**config.mk**
```make
export PLATFORM = sky130hd
export DESIGN_NAME = channel_select_controller
export DESIGN_NICKNAME = d
export VERILOG_FILES = /design/src/rtl/channel_select_pkg.sv /design/src/rtl/channel_select_controller_tick_counter.sv /design/src/rtl/channel_select_controller.sv
export SDC_FILE = /design/constraint.sdc
export NUM_CORES = 1
export LEC_CHECK = 0
export ABC_AREA = 1
export BUFFER_PORTS_ARGS = -buffer_cell sky130_fd_sc_hd__buf_2
export CORE_MARGIN = 3
export CORE_UTILIZATION = 40
export DETAILED_ROUTE_END_ITERATION = 6
export HOLD_SLACK_MARGIN = 0.06
export RECOVER_POWER = 100
export SYNTH_ARGS = -nofsm -noshare
export SYNTH_HDL_FRONTEND = slang
export SYNTH_SLANG_ARGS = --single-unit
```
**constraint.sdc**
```tcl
create_clock -name clk -period 1.5 [get_ports clk]
set_clock_uncertainty 0.2 [all_clocks]
set_input_delay 0.075 -clock clk [delete_from_list [all_inputs] [get_ports clk]]
set_output_delay 0.075 -clock clk [all_outputs]
set_load 0.01 [all_outputs]
```
**src/rtl/channel_select_pkg.sv**
```systemverilog
// Shared types, default tuning constants and the 11-bit magnitude helper
// for the automatic gain-channel selector.
package channel_select_pkg;

   typedef enum logic [1:0] {
      HIGH_GAIN = 2'd0,
      TO_LOW    = 2'd1,
      LOW_GAIN  = 2'd2,
      TO_HIGH   = 2'd3
   } chsel_state_t;

   localparam logic [10:0] DEF_UPPER_THR     = 11'd960;
   localparam logic [10:0] DEF_LOWER_THR     = 11'd96;
   localparam int unsigned DEF_HOLD_TICKS    = 3000;
   localparam int unsigned DEF_LOCKOUT_TICKS = 16;

   // -1024 negates to 11'h400, read as unsigned 1024, so no saturation is needed.
   function automatic logic [10:0] abs11(input logic [10:0] x);
      return x[10] ? (~x + 11'd1) : x;
   endfunction

endpackage

```
**src/rtl/channel_select_controller_tick_counter.sv**
```systemverilog
// Loadable, tick-enabled counter that saturates at MAX_VAL counting up and
// at zero counting down. Load takes priority over the tick.
module tick_counter #(
   parameter int unsigned WIDTH   = 4,
   parameter int unsigned MAX_VAL = 15
) (
   input  logic             clk,
   input  logic             reset,
   input  logic             load_i,
   input  logic [WIDTH-1:0] load_val_i,
   input  logic             tick_i,
   input  logic             up_i,
   output logic [WIDTH-1:0] count_o
);

   localparam logic [WIDTH-1:0] MAX_W = WIDTH'(MAX_VAL);

   logic [WIDTH-1:0] count_q, count_d;

   always_comb begin
      // NOTE: count_d takes its default first, so no branch leaves it unassigned and no latch is inferred.
      count_d = count_q;
      if (load_i) begin
         count_d = load_val_i;
      end else if (tick_i) begin
         if (up_i) begin
            if (count_q < MAX_W) count_d = count_q + 1'b1;
         end else if (count_q != '0) begin
            count_d = count_q - 1'b1;
         end
      end
   end

   // NOTE: non-blocking assignment makes every flop sample pre-edge values, independent of block order.
   always_ff @(posedge clk) begin
      if (!reset) count_q <= '0;
      else        count_q <= count_d;
   end

   assign count_o = count_q;

endmodule

```
**src/rtl/channel_select_controller.sv**
```systemverilog
// Gain-channel selector: moves to c2 when c1 nears full scale, returns after a quiet hold.
// Optional manual override ports are built when CHSEL_FORCE_EN is defined.
module channel_select_controller
   import channel_select_pkg::*;
#(
   parameter logic [10:0] UPPER_THR     = DEF_UPPER_THR,
   parameter logic [10:0] LOWER_THR     = DEF_LOWER_THR,
   parameter int unsigned HOLD_TICKS    = DEF_HOLD_TICKS,
   parameter int unsigned LOCKOUT_TICKS = DEF_LOCKOUT_TICKS
) (
   input  logic        clk,
   input  logic        reset,
   input  logic        enable_3M,
   input  logic [10:0] data_c1,
   input  logic [10:0] data_c2,
`ifdef CHSEL_FORCE_EN
   input  logic        force_en,
   input  logic        force_sel,
`endif
   output logic        select,
   output logic        switching
);

   localparam int LOCK_W = $clog2(LOCKOUT_TICKS + 1);
   localparam int HOLD_W = $clog2(HOLD_TICKS + 1);

   chsel_state_t      state_q, state_d;
   logic              select_q, select_d;
   logic [LOCK_W-1:0] lock_cnt;
   logic [HOLD_W-1:0] hold_cnt;
   logic              lock_load, hold_clear, hold_inc;
   logic              c1_hot, c2_quiet, force_act, force_to;

   assign c1_hot   = abs11(data_c1) >= UPPER_THR;
   assign c2_quiet = abs11(data_c2) <  LOWER_THR;

`ifdef CHSEL_FORCE_EN
   assign force_act = force_en;
   assign force_to  = force_sel;
`else
   assign force_act = 1'b0;
   assign force_to  = 1'b0;
`endif

   always_comb begin
      state_d    = state_q;
      select_d   = select_q;
      lock_load  = 1'b0;
      hold_inc   = 1'b0;
      hold_clear = (state_q != LOW_GAIN);
      if (enable_3M) begin
         case (state_q)
            HIGH_GAIN: begin
               if (force_act ? force_to : c1_hot) begin
                  state_d   = TO_LOW;
                  select_d  = 1'b1;
                  lock_load = 1'b1;
               end
            end
            TO_LOW: if (lock_cnt == LOCK_W'(1)) state_d = LOW_GAIN;
            LOW_GAIN: begin
               if (force_act || !c2_quiet) begin
                  hold_clear = 1'b1;
               end else begin
                  hold_inc = 1'b1;
               end
               // The quiet tick that takes the counter to HOLD_TICKS is the deciding tick.
               if (force_act ? !force_to
                             : (c2_quiet && hold_cnt == HOLD_W'(HOLD_TICKS - 1))) begin
                  state_d   = TO_HIGH;
                  select_d  = 1'b0;
                  lock_load = 1'b1;
               end
            end
            TO_HIGH: if (lock_cnt == LOCK_W'(1)) state_d = HIGH_GAIN;
            default: state_d = HIGH_GAIN;
         endcase
      end
   end

   always_ff @(posedge clk) begin
      if (!reset) begin
         state_q  <= HIGH_GAIN;
         select_q <= 1'b0;
      end else begin
         state_q  <= state_d;
         select_q <= select_d;
      end
   end

   tick_counter #(
      .WIDTH   (LOCK_W),
      .MAX_VAL (LOCKOUT_TICKS)
   ) u_lockout (
      .clk        (clk),
      .reset      (reset),
      .load_i     (lock_load),
      .load_val_i (LOCK_W'(LOCKOUT_TICKS)),
      .tick_i     (enable_3M),
      .up_i       (1'b0),
      .count_o    (lock_cnt)
   );

   tick_counter #(
      .WIDTH   (HOLD_W),
      .MAX_VAL (HOLD_TICKS)
   ) u_hold (
      .clk        (clk),
      .reset      (reset),
      .load_i     (hold_clear),
      .load_val_i ('0),
      .tick_i     (hold_inc),
      .up_i       (1'b1),
      .count_o    (hold_cnt)
   );

   assign select    = select_q;
   assign switching = (state_q == TO_LOW) || (state_q == TO_HIGH);

endmodule
```
==> results.py, run 1 <==
metrics = {
    "min_path": {
        "min_path_cells": 4,
        "min-delay-start": "enable_3M",
        "min_to": "u_lockout.count_o[1]",
        "hp-class": "in2reg",
    },
    "logic_synthesis": {
        "yosysWarnings": 0,
        "syn-num-nets": 255,
        "ys_seq_area_share_pct": 27.44,
        "avgSynthCellArea_um2": 6.601,
        "yosys_register_bits": 20,
        "syn_inst": 221,
        "yosysUniqueCellTypes": 26,
        "netlist_area_um2": 1459,
    },
    "floorplanning": {
        "design.core.area_um2": 3416,
        "dieArea_um2": 4408,
        "start_util_pct": 42.71,
        "num_rows": 21,
        "die_x_um": 66.39,
        "ios": 27,
        "die_h_um": 66.39,
    },
    "sta": {
        "worst_slack_ns": -0.1310,
        "hold_ws_ns": -0.05160,
        "rsz0062_at_grt": "yes",
        "max-slew-margin-rel_pct": 80.84,
        "post-route-min-period_ns": 1.631,
        "max_slew.worst_pin.slew_ns": 0.2863,
        "clock.fmax_mhz": 613.1,
        "hold_viol_final": 6,
        "min_period_over_period_pct": 108.7,
        "maxSlewViolCount": 0,
        "setup_viol": 21,
    },
    "worst_setup_path": {
        "crit_chain": "nand2_2, nor2_2, nand4_1, o21ai_2, nor3_2, nand2_2, buf_4, nand2_1, a21oi_2",
        "cp-start-kind": "flip-flop",
        "cp_data_required_time_ns": 1.54,
        "worstPathArrival_ns": 1.67,
        "rr_endpoint": "u_hold.count_o[5]",
        "worst_setup_path_end_kind": "flip-flop",
        "path_buf_inv": 1,
        "rr_worst_depth": 9,
        "cp_top_family": "simple AND/OR/NAND/NOR gates",
        "crit_fanout": 6,
        "cp_slowest_cell": "dfxtp_2",
        "critPathMaxStageDelay_ns": 0.35,
        "startpoint": "u_hold.count_o[5]",
        "path_common_cell": "nand2_2",
        "worstSetupPathType": "reg2reg",
        "regToRegStartpoint": "u_hold.count_o[5]",
        "r2r_slack_ns": -0.13,
    },
    "job": {
        "maxCapViolCount": 0,
    },
    "finish": {
        "regArea_um2": 420.4,
        "num-fill-cells": 310,
        "multi_input_area_um2": 1041,
        "layout_commonest_cell": "nand2_1",
        "most-common-layout-cells": "51 x nand2_1, 41 x buf_4, 27 x nor2_1",
        "drive_above_1_share_pct": 45.17,
        "final_cell_area_um2": 2141,
        "syn_to_final_growth_pct": 46.74,
        "final_nets": 325,
        "antenna_cells": 0,
    },
    "placement": {
        "gp_congestion": 0.8427,
        "dpl.hpwl_um": 2737,
        "portBuffers": 26,
        "dpl_cell_area_um2": 1964,
    },
    "cts": {
        "cts_max_level": 1,
        "clock_latency_ns": 0.30,
        "numCtsBuffers": 3,
        "hold_buffers": 1,
        "cts.clk_slew.worst_paths_ns": 0.12,
        "cts_sinks": 20,
        "cts_tree": "built",
        "cts_max_path_buffers": 2,
        "root_buffer": "clkbuf_4",
    },
    "global_routing": {
        "grt_pass1_vias": 1466,
        "grt_max_degree": 13,
        "grt_overflow": 0,
        "grt_pass1_wl_um": 6003,
        "grtUsageTotal_pct": 17.22,
        "antenna_found_initial": 0,
    },
    "power": {
        "power.leakage_nw": 0.9593,
        "p_per_area_nw_per_um2": 837.0,
        "finalPower_mw": 1.792,
        "vdd_drop_max_v": 0.0008396,
    },
    "drt": {
        "avgViaCountPerCell": 4.476,
        "wirelength_um": 3349,
        "drc": 0,
        "wl_per_cell_um": 9.967,
        "vias": 1504,
        "drt_iter0_drc": 66,
        "first_pass_iters": 4,
        "detail-route-antenna-nets": 0,
    },
    "outcome": {
        "violations": "hold timing, setup timing",
        "status": "finished, violations left",
    },
}
-- registers in the layout (all words and copies together) (netlist names) --
register and cells:
u_lockout.count_o 5, state_q 2, u_hold.count_o 12, select 1
-- what timing repair did --
item | 4_1_cts | 5_1_grt
buffers inserted | 1 | 0
gates resized for setup | 24 | 8
setup endpoints to repair | 21 | 21
pin swaps | 14 | 5
hold endpoints to repair | 12 | 7
-- area by class of cell --
class                   instances  area share, %
well taps                      46          2.688
multi-input cells             166          48.63
flip-flops and latches         20          19.64
clock buffers                   4          1.695
inverters                      31          5.669
repair buffers                 69          21.68
-- metal layers --
layer | part of all wire [%] | vias to the layer above | global-route usage, %
li1 | - | 830 | -
met1 | 47 | 657 | 20.96
met2 | 50 | 15 | 30.98
met3 | 2.3 | 2 | 3.231
met4 | 0.51 | 0 | 3.807
met5 | 0 | - | 0
-- report_power, final --
| group | leakage, nW | internal [mW] | switching, mW |
|---|---|---|---|
| logic | 0.770 | 0.413 | 0.416 |
| clock network | 0.0210 | 0.148 | 0.170 |
| registers | 0.169 | 0.599 | 0.0459 |
| total | 0.959 | 1.16 | 0.632 |
-- cell usage after synthesis --
| cell | instances | share of area (%) |
|---|---|---|
| a31oi_1 | 1 | 0.43 |
| inv_1 | 30 | 7.7 |
| o21ai_0 | 2 | 0.69 |
| inv_2 | 1 | 0.26 |
| o21ai_2 | 1 | 0.60 |
| xnor2_1 | 3 | 1.8 |
| nand2_1 | 57 | 15 |
| nand2_2 | 5 | 2.1 |
| a21oi_1 | 7 | 2.4 |
| nor2_1 | 31 | 8.0 |
| buf_2 | 2 | 0.69 |
| or2_2 | 1 | 0.43 |
| ha_1 | 9 | 7.7 |
| nor4_1 | 1 | 0.43 |
| xor2_1 | 10 | 6.0 |
| dfxtp_1 | 20 | 27 |
| nor3_1 | 4 | 1.4 |
| buf_6 | 1 | 0.77 |
| o211ai_1 | 1 | 0.51 |
| nor3_2 | 1 | 0.69 |
| a21oi_2 | 10 | 6.0 |
| nand3b_1 | 1 | 0.51 |
| buf_8 | 1 | 1.0 |
| nand3_1 | 16 | 5.5 |
| o21bai_1 | 1 | 0.51 |
| nand4_1 | 4 | 1.7 |
-- cell families (layout without fill, tap and decap cells) --
family / Yosys count / after routing / synth area share [%]
flip-flops: 20 / 20 / 27.44
buffers and inverters: 35 / 104 / 10.46
AO/OA/AOI/OAI: 23 / 23 / 11.15
AND/OR/NAND/NOR: 121 / 121 / 35.42
adder cells (fa/ha/maj): 9 / 9 / 7.719
XOR/XNOR: 13 / 13 / 7.805
-- through the flow --
stage | setup TNS, ns | util [%] | hold WS (ns) | cells | setup WS [ns]
after CTS | -1.927 | 61.61 | -0.06276 | 336 | -0.1265
after detailed placement | -1.588 | 57.51 | 0.1528 | 330 | -0.1628
after floorplan | 0 | - | -0.01201 | 221 | 0.001182
after global placement | -1.585 | 57.51 | 0.1445 | 330 | -0.1377
final | -1.808 | 62.67 | -0.05160 | 336 | -0.1310
after global routing | -4.167 | 62.67 | -0.01383 | 336 | -0.2366
-- worst reg2reg max path, delay by kind of cell, from the launching register on --
family	cells	cell delay [ns]
AOI/OAI and AO/OA	2	0.29
buffers and inverters	1	0.17
DFF	1	0.35
and+or+nand+nor	6	0.56
-- how the worst max path moves through the flow --
| stage | endpoint | slack, ns | depth (start not counted) |
|---|---|---|---|
| after floorplan | state_q[1] | 0.001 | 9 |
| after global placement | u_hold.count_o[11] | -0.14 | 7 |
| after detailed placement | u_hold.count_o[11] | -0.16 | 7 |
| after CTS | u_hold.count_o[8] | -0.13 | 8 |
| after global routing | u_hold.count_o[5] | -0.24 | 9 |
| final | u_hold.count_o[5] | -0.13 | 9 |
(Power assumes the default switching activity.)
==> run 2: changes to the inputs <==
Settings changed: PLACE_DENSITY set to 0.58, SYNTH_HIERARCHICAL set to 1.
==> results.py, run 2 <==
metrics = {
    "worst_setup_path": {
        "path_common_cell": "buf_6",
        "cp_data_required_time_ns": 1.44,
        "crit_cells": 10,
        "cp_slowest_cell": "dfxtp_4",
        "cp-start-kind": "flip-flop",
        "rr_worst_depth": 10,
        "worstPathArrival_ns": 1.77,
        "cp_top_family": "simple AND/OR/NAND/NOR gates",
        "worst_setup_path_end_kind": "flip-flop",
        "critPathMaxStageDelay_ns": 0.38,
        "crit_fanout": 3,
        "crit_chain": "nand4_1, nor3_4, nand2_1, nor2_2, o21a_2, buf_6, buf_6, nor2_4, nand3_2, a21oi_2",
        "path_buf_inv": 2,
        "worstSetupPathType": "reg2reg",
    },
    "finish": {
        "antenna_cells": 0,
        "multi_input_area_um2": 2151,
        "layout_commonest_cell": "nand2_1",
        "largest_reg_flops": 12,
        "syn_to_final_growth_pct": 52.84,
        "drive_above_1_share_pct": 39.33,
        "instances_no_fill": 583,
        "most-common-layout-cells": "112 x nand2_1, 53 x inv_1, 45 x nor2_1",
        "regArea_um2": 430.4,
        "final_nets": 557,
        "num-fill-cells": 548,
    },
    "sta": {
        "hold_viol_final": 0,
        "post-route-min-period_ns": 1.826,
        "rsz0062_at_grt": "yes",
        "maxSlewViolCount": 0,
        "clock.fmax_mhz": 547.5,
        "hold_ws_ns": 0.1681,
        "worst_slack_ns": -0.3264,
        "min_period_over_period_pct": 121.8,
        "setup_viol": 21,
    },
    "floorplanning": {
        "design.core.area_um2": 5608,
        "dieArea_um2": 6853,
        "die_h_um": 82.79,
        "ios": 27,
        "die_x_um": 82.79,
        "num_rows": 27,
        "start_util_pct": 42.06,
    },
    "cts": {
        "cts.clk_slew.worst_paths_ns": 0.09,
        "cts_max_level": 1,
        "cts_sinks": 20,
        "clock_latency_ns": 0.27,
        "root_buffer": "clkbuf_8",
        "numCtsBuffers": 3,
        "cts_max_path_buffers": 2,
        "cts_tree": "built",
    },
    "logic_synthesis": {
        "yosys_register_bits": 20,
        "synth_top_area_cell": "nand2_1",
        "yosysWarnings": 6,
        "synth_common_cells": "128 x nand2_1, 57 x inv_1, 55 x nor2_1",
        "syn_inst": 405,
        "synth_ff_type": "dfxtp_1",
        "yosysTopAreaCellShare_pct": 20.37,
        "async_reset_ff_share_pct": 0,
        "avgSynthCellArea_um2": 5.823,
        "yosysUniqueCellTypes": 37,
        "netlist_area_um2": 2359,
        "ys_seq_area_share_pct": 16.98,
        "synthMostInstantiatedCell": "nand2_1",
        "synth_edf_count": 0,
        "synthTopCellsByArea": "nand2_1 20%, dfxtp_1 17%, ha_1 9.5%",
    },
    "placement": {
        "portBuffers": 26,
        "gp_congestion": 0.8407,
        "dp.cells": 564,
        "dpl.hpwl_um": 4955,
    },
    "min_path": {
        "hp-class": "in2reg",
        "min_path_cells": 6,
    },
    "global_routing": {
        "grt_max_degree": 13,
        "grt_pass1_vias": 2554,
        "antenna_found_initial": 0,
        "grt_overflow": 0,
        "grtUsageTotal_pct": 19.76,
        "grt_pass1_wl_um": 10690,
    },
    "outcome": {
        "status": "finished, violations left",
        "violations": "setup timing",
    },
    "drt": {
        "drt_iter0_drc": 87,
        "drc": 0,
        "avgViaCountPerCell": 4.666,
        "vias": 2720,
        "detail-route-antenna-nets": 0,
        "wl_per_cell_um": 11.03,
        "wirelength_um": 6432,
        "first_pass_iters": 4,
    },
    "power": {
        "p_per_area_nw_per_um2": 755.7,
        "p_int_mw": 1.663,
        "p_sw_share_pct": 38.93,
        "power.leakage_nw": 1.843,
        "vdd_drop_max_v": 0.0003886,
        "p_switching_mw": 1.061,
        "pwr-share-comb_pct": 54.5,
        "p_clk_share_pct": 20.2,
        "p_seq_share_pct": 25.2,
    },
    "job": {
        "maxCapViolCount": 0,
    },
}
run 2: cell count changes after synthesis, sizes merged, moves of 3 or more:
cell,before,now
buf,4,1
nand3,16,34
nand2,62,136
xor2,10,3
nor2,31,63
a21oi,17,21
nand4,4,7
o21ai,3,10
ha,9,18
inv,31,65
nand3b,1,7
clkinv,0,3
run 2: worst reg2reg max path: cells and delay by family, from the launching register on:
family                 cells  cell delay, ns
AO/OA/AOI/OAI              2            0.25
buffers and inverters      2            0.19
AND/OR/NAND/NOR            6            0.67
flip-flops                 1            0.38
run 2: cell families after synthesis:
group	Yosys count	share of synthesized area [%]
AOI/OAI and AO/OA	35	8.648
xor gates and xnor gates	4	1.486
adders and majority gates	20	11.25
buffers and inverters	70	11.35
DFF	20	16.98
other	2	0.3184
and+or+nand+nor	254	49.97
run 2: final cells by class:
cell class              count  area share [%]
clock inverters             1          0.8330
well taps                  72           2.499
repair buffers             80           16.42
flip-flops and latches     20           11.94
clock buffers               3           1.145
inverters                  68           7.497
multi-input cells         339           59.67
run 2: per-stage QoR:
step	setup slack [ns]	total power [mW]	TNS [ns]	utilization [%]	area [um2]
after global routing	-0.4362	2.952	-6.847	64.28	3605
after CTS	-0.2641	2.568	-3.760	59.50	3337
final	-0.3264	2.724	-4.867	64.28	3605
after detailed placement	-0.3645	1.867	-5.073	53.93	3024
after floorplan	-0.2300	1.476	-1.858	-	2512
after global placement	-0.3172	1.848	-4.635	53.93	3024
run 2: worst paths after layout:
check                    start              endpoint  slack, ns
min reg2reg  u_hold/count_o[6]     u_hold/count_o[6]       0.32
max reg2reg  u_hold/count_o[1]  u_lockout/count_o[3]      -0.33
min                  enable_3M  u_lockout/count_o[4]       0.17
max          u_hold/count_o[1]  u_lockout/count_o[3]      -0.33
run 2: power by group through the flow:
stage	sequential (mW)	clock, mW	combinational, mW
2_1_floorplan	0.692	0	0.784
3_3_place_gp	0.695	0	1.15
3_5_place_dp	0.696	0	1.17
4_1_cts	0.688	0.567	1.31
5_1_grt	0.700	0.585	1.67
6_report	0.687	0.551	1.49
run 2: per-layer routing:
| layer | GRT usage [%] | wire length (um) |
|---|---|---|
| met5 | 0 | 0 |
| met4 | 6.209 | 123 |
| met3 | 1.512 | 101 |
| met2 | 38.86 | 3491 |
| met1 | 22.19 | 2716 |
run 2: what timing repair did:
item                                    4_1_cts  5_1_grt
hold buffers                                  2        0
resized for setup                            44       54
pin swaps                                    19       29
hold endpoints to repair                     19        0
cloned                                        1        0
setup buffers                                 5        7
endpoints found under the setup margin       21       21
==> run 3: changes to the inputs <==
Settings changed: CORE_MARGIN 3 to 2, CORE_UTILIZATION 40 to 54, PLACE_DENSITY 0.58 to 0.76.
==> results.py, run 3 (same netlist as run 2, synthesis figures left out) <==
metrics = {
    "outcome": {
        "status": "finished, violations left",
        "violations": "setup timing",
    },
    "drt": {
        "first_pass_iters": 4,
        "avgViaCountPerCell": 4.834,
        "vias": 2644,
        "wirelength_um": 5956,
        "drt_iter0_drc": 81,
        "detail-route-antenna-nets": 0,
        "drc": 0,
        "wl_per_cell_um": 10.89,
    },
    "sta": {
        "rsz0062_at_grt": "yes",
        "clock.fmax_mhz": 574.3,
        "setup_viol": 20,
        "maxSlewViolCount": 0,
        "fin_setup_tns_ns": -3.338,
        "min_period_over_period_pct": 116.1,
        "post-route-min-period_ns": 1.741,
        "hold_viol_final": 0,
        "worst_slack_ns": -0.2411,
    },
    "placement": {
        "dpl.hpwl_um": 4670,
        "dp.cells": 539,
        "gp_congestion": 0.8770,
        "portBuffers": 26,
    },
    "finish": {
        "regArea_um2": 430.4,
        "syn_to_final_growth_pct": 37.45,
        "antenna_cells": 0,
        "largest_reg_flops": 12,
        "multi_input_area_um2": 2004,
        "instances_no_fill": 547,
        "layout_commonest_cell": "nand2_1",
        "most-common-layout-cells": "123 x nand2_1, 53 x inv_1, 50 x nor2_1",
        "drive_above_1_share_pct": 30.91,
        "num-fill-cells": 336,
        "final_nets": 541,
        "final_core_util_pct": 75.50,
    },
    "global_routing": {
        "grt_max_degree": 13,
        "grt_pass1_wl_um": 9998,
        "grt_pass1_vias": 2470,
        "antenna_found_initial": 0,
        "grt_overflow": 0,
        "grtUsageTotal_pct": 24.26,
    },
    "min_path": {
        "hp-class": "in2reg",
        "min-delay-start": "enable_3M",
    },
    "floorplanning": {
        "ios": 27,
        "start_util_pct": 54.92,
        "num_rows": 24,
        "dieArea_um2": 4912,
        "design.core.area_um2": 4294,
        "die_h_um": 70.09,
        "die_x_um": 70.09,
    },
    "worst_setup_path": {
        "cp-start-kind": "flip-flop",
        "worst_setup_path_end_kind": "flip-flop",
        "startpoint": "u_hold/count_o[8]",
        "worstPathArrival_ns": 1.69,
        "crit_fanout": 4,
        "cp_data_required_time_ns": 1.44,
        "worstSetupPathType": "reg2reg",
        "regToRegStartpoint": "u_hold/count_o[8]",
    },
    "power": {
        "vdd_drop_max_v": 0.0003537,
        "power.leakage_nw": 1.712,
        "finalPower_mw": 2.374,
        "p_per_area_nw_per_um2": 732.2,
    },
    "cts": {
        "clock_latency_ns": 0.26,
        "cts_max_level": 1,
        "cts_tree": "built",
        "root_buffer": "clkbuf_8",
        "cts_sinks": 20,
        "numCtsBuffers": 3,
        "cts.clk_slew.worst_paths_ns": 0.08,
        "cts_max_path_buffers": 2,
    },
    "job": {
        "maxCapViolCount": 0,
    },
}
==> run 3: worst max-delay path, stage by stage, from the launching register on <==
cell	delay [ns]
dfxtp_2	0.39
nand4_4	0.12
nor3_4	0.20
nand2_1	0.09
nor2_2	0.12
o21a_2	0.17
buf_4	0.14
o21ai_1	0.07
nand2_1	0.07
a21oi_1	0.06
==> run 3: layout make-up <==
cell class / instances / area share, %
multi-input combinational: 339 / 61.83
sequential: 20 / 13.28
timing repair buffer: 64 / 13.24
inverter: 68 / 8.259
tap: 52 / 2.007
clock buffer: 4 / 1.389
==> run 3: worst paths after layout <==
path | slack, ns | to | cells past startpoint
hold / removal | 0.07 | state_q[0] | 4
setup reg to reg | -0.24 | u_lockout/count_o[1] | 9
setup / recovery | -0.24 | u_lockout/count_o[1] | 9
hold reg to reg | 0.30 | u_hold/count_o[5] | 2
==> run 3: layer usage <==
layer  part of all wire, %  vias up  track usage [%]
li1                      -     1425                -
met1                    42     1176            26.82
met2                    55       35            48.99
met3                   1.7        8            2.020
met4                   1.3        0            5.769
met5                     0        -                0
==> run 3: repair_timing <==
item	in CTS	in global routing
hold buffers	2	0
gates resized for setup	38	13
pin swaps	25	5
gates cloned	1	0
hold endpoints to repair	17	0
buffers inserted	0	1
endpoints found under the setup margin	21	21
==> run 3: stage by stage <==
stage               setup WS [ns]  cell area (um2)  hold slack (ns)
global route              -0.3487             3242          0.09176
detailed placement        -0.3549             2962           0.1964
global placement          -0.2982             2962           0.1847
finish                    -0.2411             3242          0.06572
CTS                       -0.2329             3176          0.06035
floorplan                 -0.2300             2512       -0.0008430
==> run 3: power breakdown <==
part | switching, mW | leakage [nW] | internal, mW
sequential | 0.0842 | 0.171 | 0.612
combinational | 0.719 | 1.52 | 0.581
clock | 0.188 | 0.0228 | 0.189
